### config.mk
export PLATFORM = sky130hd
export DESIGN_NAME = mux8way16_arbiter
export DESIGN_NICKNAME = d
export VERILOG_FILES = /design/src/rtl/mux8way16_arbiter.sv
export SDC_FILE = /design/constraint.sdc
export NUM_CORES = 1
export LEC_CHECK = 0
export ABC_AREA = 1
export CAP_MARGIN = 20
export CORE_ASPECT_RATIO = 1.25
export CORE_MARGIN = 4
export CORE_UTILIZATION = 40
export CTS_BUF_LIST = sky130_fd_sc_hd__clkbuf_8
export DETAILED_ROUTE_END_ITERATION = 10
export DONT_BUFFER_PORTS = 1
export PLACE_DENSITY_LB_ADDON = 0.3
export SETUP_SLACK_MARGIN = 0.15
export SLEW_MARGIN = 20
export SYNTH_ARGS = -nofsm -noshare
export SYNTH_HDL_FRONTEND = slang
export SYNTH_SLANG_ARGS = --single-unit
export TNS_END_PERCENT = 30
### constraint.sdc
create_clock -name clk -period 3.2 [get_ports clk]
set_input_delay 0.64 -clock clk [delete_from_list [all_inputs] [get_ports clk]]
set_output_delay 0.64 -clock clk [all_outputs]
set_load 0.005 [all_outputs]
### src/rtl/mux8way16_arbiter.sv
// Round-robin sharing of one 8-way WIDTH-bit select path; grant 1 cycle after req, beats registered 1 cycle after ack.
// Backpressure: a held output beat (out_valid && !out_ready) blocks ack and burst counting; a withdrawn request still releases.
module mux8way16_arbiter #(
  parameter int WIDTH     = 16,
  parameter int BURST_MAX = 4
) (
  input  logic             clk,
  input  logic             rst_n,
  input  logic [7:0]       req,
  input  logic [7:0]       last,
  input  logic [WIDTH-1:0] din_a,
  input  logic [WIDTH-1:0] din_b,
  input  logic [WIDTH-1:0] din_c,
  input  logic [WIDTH-1:0] din_d,
  input  logic [WIDTH-1:0] din_e,
  input  logic [WIDTH-1:0] din_f,
  input  logic [WIDTH-1:0] din_g,
  input  logic [WIDTH-1:0] din_h,
  output logic [7:0]       ack,
  output logic [7:0]       gnt,
  output logic [2:0]       sel,
  output logic             out_valid,
  output logic [WIDTH-1:0] out_data,
  input  logic             out_ready,
  output logic             busy
);

  typedef enum logic {IDLE, GRANT} state_t;

  state_t                 state, state_nxt;
  logic [2:0]             ptr, ptr_nxt, sel_nxt, base, pick, idx;
  logic [7:0]             gnt_nxt, cnt, cnt_nxt;
  logic [7:0][WIDTH-1:0]  din;
  logic                   space, beat, rel, found;

  assign din   = {din_h, din_g, din_f, din_e, din_d, din_c, din_b, din_a};
  assign space = !out_valid || out_ready;
  assign beat  = (state == GRANT) && req[sel] && space;
  assign rel   = (state == GRANT) &&
                 (!req[sel] || (beat && (last[sel] || cnt == 8'(BURST_MAX - 1))));
  assign ack   = beat ? gnt : 8'h00;
  assign busy  = (state == GRANT);

  // On release the search starts just past the releasing requester, so it ends up last.
  assign base = (state == IDLE) ? ptr : sel + 3'd1;

  always_comb begin
    found = 1'b0;
    pick  = base;
    idx   = base;
    for (int k = 0; k < 8; k++) begin
      idx = base + 3'(k);
      if (!found && req[idx]) begin
        found = 1'b1;
        pick  = idx;
      end
    end
  end

  always_comb begin
    state_nxt = state;
    ptr_nxt   = ptr;
    sel_nxt   = sel;
    gnt_nxt   = gnt;
    cnt_nxt   = cnt;
    case (state)
      IDLE: begin
        if (found) begin
          state_nxt = GRANT;
          sel_nxt   = pick;
          gnt_nxt   = 8'b1 << pick;
          cnt_nxt   = 8'd0;
        end
      end
      GRANT: begin
        if (beat) cnt_nxt = cnt + 8'd1;
        if (rel) begin
          ptr_nxt = sel + 3'd1;
          if (found) begin
            sel_nxt = pick;
            gnt_nxt = 8'b1 << pick;
            cnt_nxt = 8'd0;
          end else begin
            state_nxt = IDLE;
            gnt_nxt   = 8'h00;
          end
        end
      end
      default: state_nxt = IDLE;
    endcase
  end

  always_ff @(posedge clk or negedge rst_n) begin
    if (!rst_n) begin
      state <= IDLE;
      ptr   <= 3'd0;
      sel   <= 3'd0;
      gnt   <= 8'h00;
      cnt   <= 8'd0;
    end else begin
      state <= state_nxt;
      ptr   <= ptr_nxt;
      sel   <= sel_nxt;
      gnt   <= gnt_nxt;
      cnt   <= cnt_nxt;
    end
  end

  always_ff @(posedge clk or negedge rst_n) begin
    if (!rst_n) begin
      out_valid <= 1'b0;
      out_data  <= '0;
    end else if (beat) begin
      out_valid <= 1'b1;
      out_data  <= din[sel];
    end else if (out_ready) begin
      out_valid <= 1'b0;
    end
  end

endmodule

Word level (Yosys, flattened, before mapping) --
Cells that the tools add are included.
Word-level totals: register bits 40, output and inout bits 37, logic and storage cells 112
Cells by class: add/subtract/negate cells 9, order comparisons 9, equality and inequality tests 3, shift-type cells 1, mux-type cells 56, bitwise operators 1, reductions and logical operators 26
Operators by type and width (number):
- 2-to-1 mux 8 bit | 8
- binary-select mux 16 bit (select 3 bit) | 1
- less-than comparator 3 x 4 -> 1 bit, second input constant | 9
- one-hot mux 8 bit (2 select lines) | 2
- binary-select mux 1 bit (select 3 bit) | 10
- 2-to-1 mux 3 bit | 10
- 2-to-1 mux 1 bit | 22
- 2-to-1 mux 16 bit | 1
- adder 3 bit, second input constant | 4
- logical AND 1 bit | 11
- logical NOT 1 bit | 9
- adder 8 x 1 -> 8 bit, second input constant | 1
- equality test 8 x 2 -> 1 bit, second input constant | 1
- << shifter 1 x 3 -> 8 bit, first input constant | 1
- adder 3 x 1 -> 3 bit, second input constant | 2
- adder 3 x 2 -> 3 bit, second input constant | 2
- one-hot mux 3 bit (2 select lines) | 1
- AND reduction 2 bit | 2
- logical OR 1 bit | 3
- != test 2 x 1 -> 1 bit, second input constant | 1
- != test 2 bit, second input constant | 1
- one-hot mux 1 bit (2 select lines) | 1
- nonzero test 2 bit | 1
- inverter 1 bit | 1

Depth between registers and ports, before layout --
Gate-level depths: netlist of the first run.
depth after elaboration 30, gate-level depth with buffers 25

Least setup slack after synthesis of the first run --
Ideal clock, no wire load.
path kind reg2reg, start point register sel[0], end point register sel[2], library setup time 132 ps, arrival time 2737 ps, slack 331 ps, stages on the path, launching flop included 24, buffers on the path 1, cells stage by stage dfrtp_1 -> ha_1 -> nand2_1 -> nand2_4 -> buf_2 -> ha_1 -> inv_1 -> nand3_1 -> nand2_1 -> nand2_1 -> nand2_2 -> nand2_1 -> nor2_2 -> nand3_1 -> nor2_1 -> nor2_1 -> nand2_1 -> nand2_1 -> nand2_1 -> nand2_1 -> nand2_2 -> nand2_2 -> nand2_1 -> o21ai_1
On the way: cells in the longest elaborated chain, start to end 29
Ends and longest elaborated chain:
- start, declared | line 21 | output logic [2:0] sel,
- start signal, assigned | line 103 | sel <= sel_nxt;
- parallel branches: the longest is 29 deep, another holds adder 3 x 1 -> 3 bit
Parallel ways; which one is timed is not known. The select of a mux whose other input is x is not followed. A chain may end at the register's enable or synchronous reset.

Worst setup path in the final report of the first run --
start point register sel[0], end point output ack[2]
On the way: cells in the longest elaborated chain, start to end 5
Ends and longest elaborated chain:
- binary-select mux 1 bit (select 3 bit) | line 38 | assign beat = (state == GRANT) && req[sel] && space;
- 2-to-1 mux 1 bit (implied by the code) | line 38
- logical AND 1 bit (2 in series) | line 38
- 2-to-1 mux 8 bit | line 41 | assign ack = beat ? gnt : 8'h00;
- end, declared | line 19 | output logic [7:0] ack,
No other way between the ends. The select of a mux whose other input is x is not followed.

==> run metrics, run 1 <==
maximum resistive drop on vdd 0.402 mV; largest area contributor in the synthesized netlist sky130_fd_sc_hd__dfrtp_1; dominant cells by area after synthesis sky130_fd_sc_hd__dfrtp_1, sky130_fd_sc_hd__nand2_1, sky130_fd_sc_hd__nor2_1; Avg Inst Size Synth 5.91 µm²; Data required, critical path 2.56 ns; total number of vias 4496; antenna violations before repair 0; met2 WL roughly 7.5 mm; Fin Setup TNS 0 ns; Setup Slack @ Placement 0.0599 ns; instance count after placement with tap cells included 776; min Tclk post-route 2.88 ns; post-route clock period utilization between 90% and 100%; net count of the mapped netlist 822; fraction of power spent switching nets 60.6%; Buffers on Ports 0; Crit Reg-Reg Endpoint gnt[0]; Final Hold Vio Count 0; count of fill cells added during filler insertion approximately 1000; highest metal layer with signal wires met4; total met3 wirelength after detailed routing 951 µm; Overall Power 6.62 mW; count of pins on the block boundary 184; wire length of the first global-routing pass around 22 mm; critical path data arrival time 2.24 ns; die area 0.0116 mm²; register-to-register setup slack 0.36 ns; number of global-route vias before repair 4331; Syn-to-layout area delta 7.37%; number of clock buffers inserted by TritonCTS 5; GR Util All Layers 23.3%; ratio of cells with drive above 1 in the final layout 11.3%; placeable core region roughly 0.0097 mm²; worst slew margin relative to its limit a little under 60%; result of the run completed; ratio of routed vias to standard cells 5.71; clock latency of the later-clocked register in the worst-skew pair 0.30 ns; Routability Congestion 0.911; number of clock sinks 40; switching power around 4 mW; largest net degree at the start of global routing 54; Least-Margin Pin Slew 0.609 ns; Crit. End Element output pin; floorplan die height 119 µm; worst flop-to-flop path startpoint sel[1]; number of iterations in the first detailed-routing pass 6; critical path launch point type register; drt wl/cell 17.6 µm; setup slack of the critical path after layout 0.316 ns; cell internal pwr 2.61 mW; antenna cells 0; class of the tightest hold or removal check input port to asynchronous set/reset pin; Worst Path Class, Setup register to output pin; peak clock frequency supported by timing 347 MHz; clock tree from TritonCTS yes; Post-Route WL 13.9 mm; share of Yosys cell area claimed by the top area cell type 25.2%; number of rows in the core area 40; number of standard cells in the final layout excluding fillers 787; post-route ant nets 0; register bit total from synthesis 40; Slew Limit Fails 0; Static Leak 1.96 nW; setup repair after global routing missed its margin true; HPWL after detailed placement 11.0 mm; GRT Residual Overflow 0; commonest non-fill, non-tap cell in the layout sky130_fd_sc_hd__nand2_1; clock root buffer sky130_fd_sc_hd__clkbuf_8; setup-violating endpoint count in the final report 0; Final #Nets 810; Starting Density 41.1%; Synthesis Warnings 0; count of cell types in the netlist 34; post-synthesis cell area 0.00397 mm²; fraction of power consumed by sequential logic 14.1%; relative contribution of the clock network to total power 5.5%; r2r worst-path depth 20; clock-pin slew on the worst setup and hold paths 0.08 ns; Clock Skew 0.00810 ns; pwr dens 1550 mW/mm²; Detailed Route Iter0 Violations about 230; critical-path maximum fanout 23; buffer depth of the longest clock path 2; Comb pwr share 80.4%; width of the die 97.1 µm; total number of H-tree levels 2; met1 wire length 5.06 mm; post-synthesis instance total 672; most used cells in the layout excluding fill and tap cells sky130_fd_sc_hd__nand2_1, sky130_fd_sc_hd__nor2_1, sky130_fd_sc_hd__o21ai_0; number of max-cap violations 0; drt drc 0; proportion of synthesized chip area in sequential cells 25.2%
## timing repair
action	in CTS	in global routing
buffers inserted	0	2
setup endpoints to repair	9	23
hold buffers	0	1
pin swaps	0	4
resized for setup	2	17
endpoints found under the hold margin	0	13
## synth_stat cells
cell type                  count
sky130_fd_sc_hd__a21oi_1       9
sky130_fd_sc_hd__a21oi_2       1
sky130_fd_sc_hd__a31oi_1      18
sky130_fd_sc_hd__buf_1         1
sky130_fd_sc_hd__buf_2         6
sky130_fd_sc_hd__buf_4         1
sky130_fd_sc_hd__buf_6         4
sky130_fd_sc_hd__clkbuf_1     26
sky130_fd_sc_hd__dfrtp_1      40
sky130_fd_sc_hd__ha_1          3
sky130_fd_sc_hd__inv_1        36
sky130_fd_sc_hd__inv_2         9
sky130_fd_sc_hd__inv_6         1
sky130_fd_sc_hd__mux2_2        1
sky130_fd_sc_hd__nand2_1     178
sky130_fd_sc_hd__nand2_2      12
sky130_fd_sc_hd__nand2_4       3
sky130_fd_sc_hd__nand3_1      66
sky130_fd_sc_hd__nand3_2       1
sky130_fd_sc_hd__nand3_4       1
sky130_fd_sc_hd__nand4_1       9
sky130_fd_sc_hd__nand4_4       1
sky130_fd_sc_hd__nor2_1      116
sky130_fd_sc_hd__nor2_2        4
sky130_fd_sc_hd__nor2_4        1
sky130_fd_sc_hd__nor2_8        1
sky130_fd_sc_hd__nor3_1        2
sky130_fd_sc_hd__nor4_1        1
sky130_fd_sc_hd__o21ai_0      75
sky130_fd_sc_hd__o21ai_1       2
sky130_fd_sc_hd__o22ai_1      35
sky130_fd_sc_hd__o32ai_1       1
sky130_fd_sc_hd__xnor2_1       1
sky130_fd_sc_hd__xor2_1        6
## final cells by class
class                   count  area, µm²  area share (%)
multi-input cells         548       2670            62.7
flip-flops and latches     40       1000            23.6
inverters                  46        183            4.28
well taps                 126        158            3.70
repair buffers             19        149            3.49
clock buffers               6       82.6            1.94
clock inverters             2       15.0           0.352
## worst max-delay path by stage
stage / from / end / slack, ns / cells past startpoint
after floorplan: sel[0] / sel[2] / 0.33 / 23
after global placement: sel[1] / sel[2] / 0.11 / 22
after detailed placement: sel[1] / sel[2] / 0.06 / 22
after CTS: sel[1] / sel[2] / 0.15 / 22
after global routing: sel[1] / sel[2] / 0.1 / 22
final: sel[0] / ack[2] / 0.32 / 11
## routing by layer
layer / global-route usage, % / vias to the layer above
li1: - / 2208
met1: 25.0 / 2084
met2: 44.2 / 181
met3: 5.27 / 23
met4: 8.17 / 0
met5: 0 / -
## kinds of logic (layout without fill, tap and decap cells)
kind of cell | after synthesis | in the layout | share of synthesized area, %
AOI/OAI and AO/OA | 141 | 141 | 19.6
buffers and inverters | 84 | 73 | 9.10
DFF | 40 | 40 | 25.2
and+or+nand+nor | 396 | 396 | 43.3
xor gates and xnor gates | 7 | 7 | 1.54
adders and majority gates | 3 | 3 | 0.945
muxes | 1 | 1 | 0.283
## through the flow
step | hold slack (ns) | utilization [%] | cell area [µm²]
2_1_floorplan | 0.344 | - | 3970
3_3_place_gp | 0.346 | 42.1 | 4070
3_5_place_dp | 0.345 | 42.1 | 4070
4_1_cts | 0.00359 | 43.1 | 4170
5_1_grt | 0.00980 | 44.2 | 4270
6_report | 0.0280 | 44.2 | 4270
## critical path: stages (launching register included)
cell	delay [ns]
sky130_fd_sc_hd__dfrtp_2	0.45
sky130_fd_sc_hd__buf_6	0.22
sky130_fd_sc_hd__inv_2	0.06
sky130_fd_sc_hd__buf_4	0.19
sky130_fd_sc_hd__a21oi_1	0.12
sky130_fd_sc_hd__o21ai_1	0.07
sky130_fd_sc_hd__nand2_1	0.06
sky130_fd_sc_hd__nor2_1	0.04
sky130_fd_sc_hd__a31oi_2	0.21
sky130_fd_sc_hd__nand3_1	0.14
sky130_fd_sc_hd__buf_4	0.22
sky130_fd_sc_hd__nor2_1	0.14
## power by group through the flow
| stage | Clock, mW | Combinational, mW | Sequential, mW |
|---|---|---|---|
| 6_report | 0.367 | 5.32 | 0.932 |
| 5_1_grt | 0.400 | 6.00 | 0.957 |
| 4_1_cts | 0.381 | 5.12 | 0.932 |
| 3_5_place_dp | 0 | 5.08 | 0.943 |
| 3_3_place_gp | 0 | 4.98 | 0.936 |
| 2_1_floorplan | 0 | 3.98 | 0.857 |
## registers in the layout, indices dropped and copies added (netlist names)
| signal | flops |
|---|---|
| out_data | 16 |
| gnt | 8 |
| busy | 1 |
| cnt | 8 |
| ptr | 3 |
| out_valid | 1 |
| sel | 3 |
No activity file was read; power rests on OpenSTA's default activity.
==> inputs of run 2 (changes only) <==
CORE_UTILIZATION = 62   (was 40)
GPL_TIMING_DRIVEN = 0   (was not set)
==> run 2 against run 1 <==
Effect of this change: core utilization rose by 26 points; maximum frequency rose by 0.63%; sequential power grew 0.8%; clock power up 17%; combinational power grew 6.4%; global-route usage grew 12 points; critical path depth is 12 higher; critical path type is now register to register.
==> run metrics, run 2 (synthesis results as in run 1) <==
result of the run completed (unchanged); highest-delay cell along the critical path sky130_fd_sc_hd__dfrtp_2 (unchanged); launch point of the critical path sel[0] (unchanged); number of iterations in the first detailed-routing pass 5 (was 6); clock-pin slew on the worst setup and hold paths 0.09 ns (was 0.08 ns); Final Hold Vio Count 0 (unchanged); placed instance area 0.00408 mm² (was 0.00407 mm²); HPWL after detailed placement 10.9 mm (was 11.0 mm); commonest non-fill, non-tap cell in the layout sky130_fd_sc_hd__nand2_1 (unchanged); min Tclk post-route 2.87 ns (was 2.88 ns); setup-violating endpoint count in the final report 0 (unchanged); clock root buffer sky130_fd_sc_hd__clkbuf_8 (unchanged); Static Leak 2.03 nW (was 1.96 nW); Starting Density 64.0% (was 41.1%); worst slew margin relative to its limit 63.2% (was 59.3%); core utilization of the finished layout 70.6% (was 44.2%); list of cells traversed by the critical path ha_4 > nand2_2 > nand2_4 > buf_8 > ha_4 > inv_4 > nand3_1 > nand2_1 > nand2_1 > nand2_2 > nand2_1 > nor2_2 > nand3_1 > nor2_2 > nor2_1 > nand2_1 > nand2_1 > nand2_1 > nand2_1 > nand2_2 > nand2_4 > nand2_1 > o21ai_1 (was buf_6 > inv_2 > buf_4 > a21oi_1 > o21ai_1 > nand2_1 > nor2_1 > a31oi_2 > nand3_1 > buf_4 > nor2_1); placeable core region 0.00621 mm² (was 0.00966 mm²); CP peak stage delay 0.49 ns (was 0.45 ns); Biggest register out_data (unchanged); flip-flop count of the largest register, all copies and words added 16 (unchanged); number of rows in the core area 32 (was 40); number of clock sinks 40 (unchanged); Fin Hold WS 0.0290 ns (was 0.0280 ns); buffer depth of the longest clock path 2 (unchanged); peak clock frequency supported by timing 349 MHz (was 347 MHz); Clock Skew 0.0115 ns (was 0.00810 ns); Detailed Route Iter0 Violations 325 (was 229); number of standard cells in the final layout excluding fillers 774 (was 787); drt drc 0 (unchanged); total number of vias 4794 (was 4496); Slew Limit Fails 0 (unchanged); Fin Setup TNS 0 ns (unchanged); total number of H-tree levels 2 (unchanged); count of fill cells added during filler insertion 569 (was 1035); floorplan die height 97.5 µm (was 119 µm); Worst Path Class, Setup register to register (was register to output pin); Routability Congestion 0.933 (was 0.911); count of pins on the block boundary 184 (unchanged); number of global-route vias before repair 4676 (was 4331); most used cell along the critical path sky130_fd_sc_hd__nand2_1; drt wl/cell 17.8 µm (was 17.6 µm); Final Cell Area 0.00438 mm² (was 0.00427 mm²); maximum resistive drop on vdd 0.894 mV (was 0.402 mV); class of the tightest hold or removal check input port to asynchronous set/reset pin (unchanged); post-route ant nets 0 (unchanged); Buffers on Ports 0 (unchanged); setup repair after global routing missed its margin false (was true); clock tree from TritonCTS yes (unchanged); Final #Nets 838 (was 810); most used cells in the layout excluding fill and tap cells sky130_fd_sc_hd__nand2_1, sky130_fd_sc_hd__nor2_1, sky130_fd_sc_hd__o21ai_0 (unchanged); ratio of cells with drive above 1 in the final layout 12.2% (was 11.3%); number of clock buffers inserted by TritonCTS 5 (unchanged); Data required, critical path 3.37 ns (was 2.56 ns); critical path data arrival time 3.04 ns (was 2.24 ns); wire length of the first global-routing pass 21.9 mm (was 21.8 mm); critical path launch point type register (unchanged); worst flop-to-flop path startpoint sel[0] (was sel[1]); post-route clock period utilization 89.6% (was 90.1%); Syn-to-layout area delta 10.3% (was 7.37%); largest registers out_data (16), cnt (8), gnt (8) (unchanged); Post-Route WL 13.8 mm (was 13.9 mm); number of max-cap violations 0 (unchanged); pwr dens 1600 mW/mm² (was 1550 mW/mm²); antenna cells 0 (unchanged); clock latency of the later-clocked register in the worst-skew pair 0.30 ns (about the same); register-to-register setup slack 0.33 ns (was 0.36 ns); GRT Residual Overflow 0 (unchanged); Crit. End Element register (was output pin); Least-Margin Pin Slew 0.552 ns (was 0.609 ns); instance count after placement with tap cells included 757 (was 776); critical-path maximum fanout 6 (was 23); largest net degree at the start of global routing 41 (was 54); ratio of routed vias to standard cells 6.19 (was 5.71); width of the die 79.6 µm (was 97.1 µm); GR Util All Layers 35.2% (was 23.3%); die area 0.00776 mm² (was 0.0116 mm²); antenna violations before repair 0 (unchanged)
run 2: layout make-up:
type	count	area (µm²)	share of cell area, %
inverters	46	180	4.11
clock buffers	5	68.8	1.57
well taps	85	106	2.43
plain buffers	38	201	4.60
repair buffers	9	70.1	1.60
flip-flops and latches	40	1000	22.9
multi-input cells	548	2710	61.7
clock inverters	3	46.3	1.06
run 2: worst paths after layout:
check,depth (start not counted),end
max in group asynchronous,1,cnt[2]
min in group clk,1,ptr[1]
worst min register to register,1,ptr[1]
worst max register to register,23,sel[2]
worst min-delay path,0,out_data[15]
worst max-delay path,23,sel[2]
run 2: critical path: cells and delay by family, from the launching register on:
kind	cells	cell delay, ns
buffers and inverters	2	0.18
AOI/OAI and AO/OA	1	0.06
and+or+nand+nor	18	1.50
adders and majority gates	2	0.51
DFF	1	0.49
run 2: layer usage:
layer	wire length (µm)	vias to the layer above	GRT usage [%]	share of wire (%)
li1	-	2283	-	-
met2	7350	269	64.3	53
met5	0	-	0	0
met4	556	0	16.4	4.0
met3	1090	51	7.05	7.9
met1	4810	2191	37.8	35
run 2: where the power goes:
part / leakage, nW / total, mW / switching (mW) / internal, mW
registers: 0.488 / 0.939 / 0.208 / 0.731
logic: 1.49 / 5.66 / 3.77 / 1.89
clock network: 0.0548 / 0.431 / 0.196 / 0.235
run 2: through the flow:
step | setup slack (ns) | power [mW]
floorplan | 0.331 | 4.84
global placement | -0.0560 | 5.83
detailed placement | -0.121 | 5.98
CTS | 0.150 | 6.54
global route | 0.112 | 7.77
finish | 0.334 | 7.03
run 2: what timing repair did:
action                                 4_1_cts  5_1_grt
resized for setup                           10       23
hold buffers                                 0        1
endpoints found under the hold margin        0        1
pin swaps                                    1       13
buffers inserted                             0        8
setup endpoints to repair                   26       26
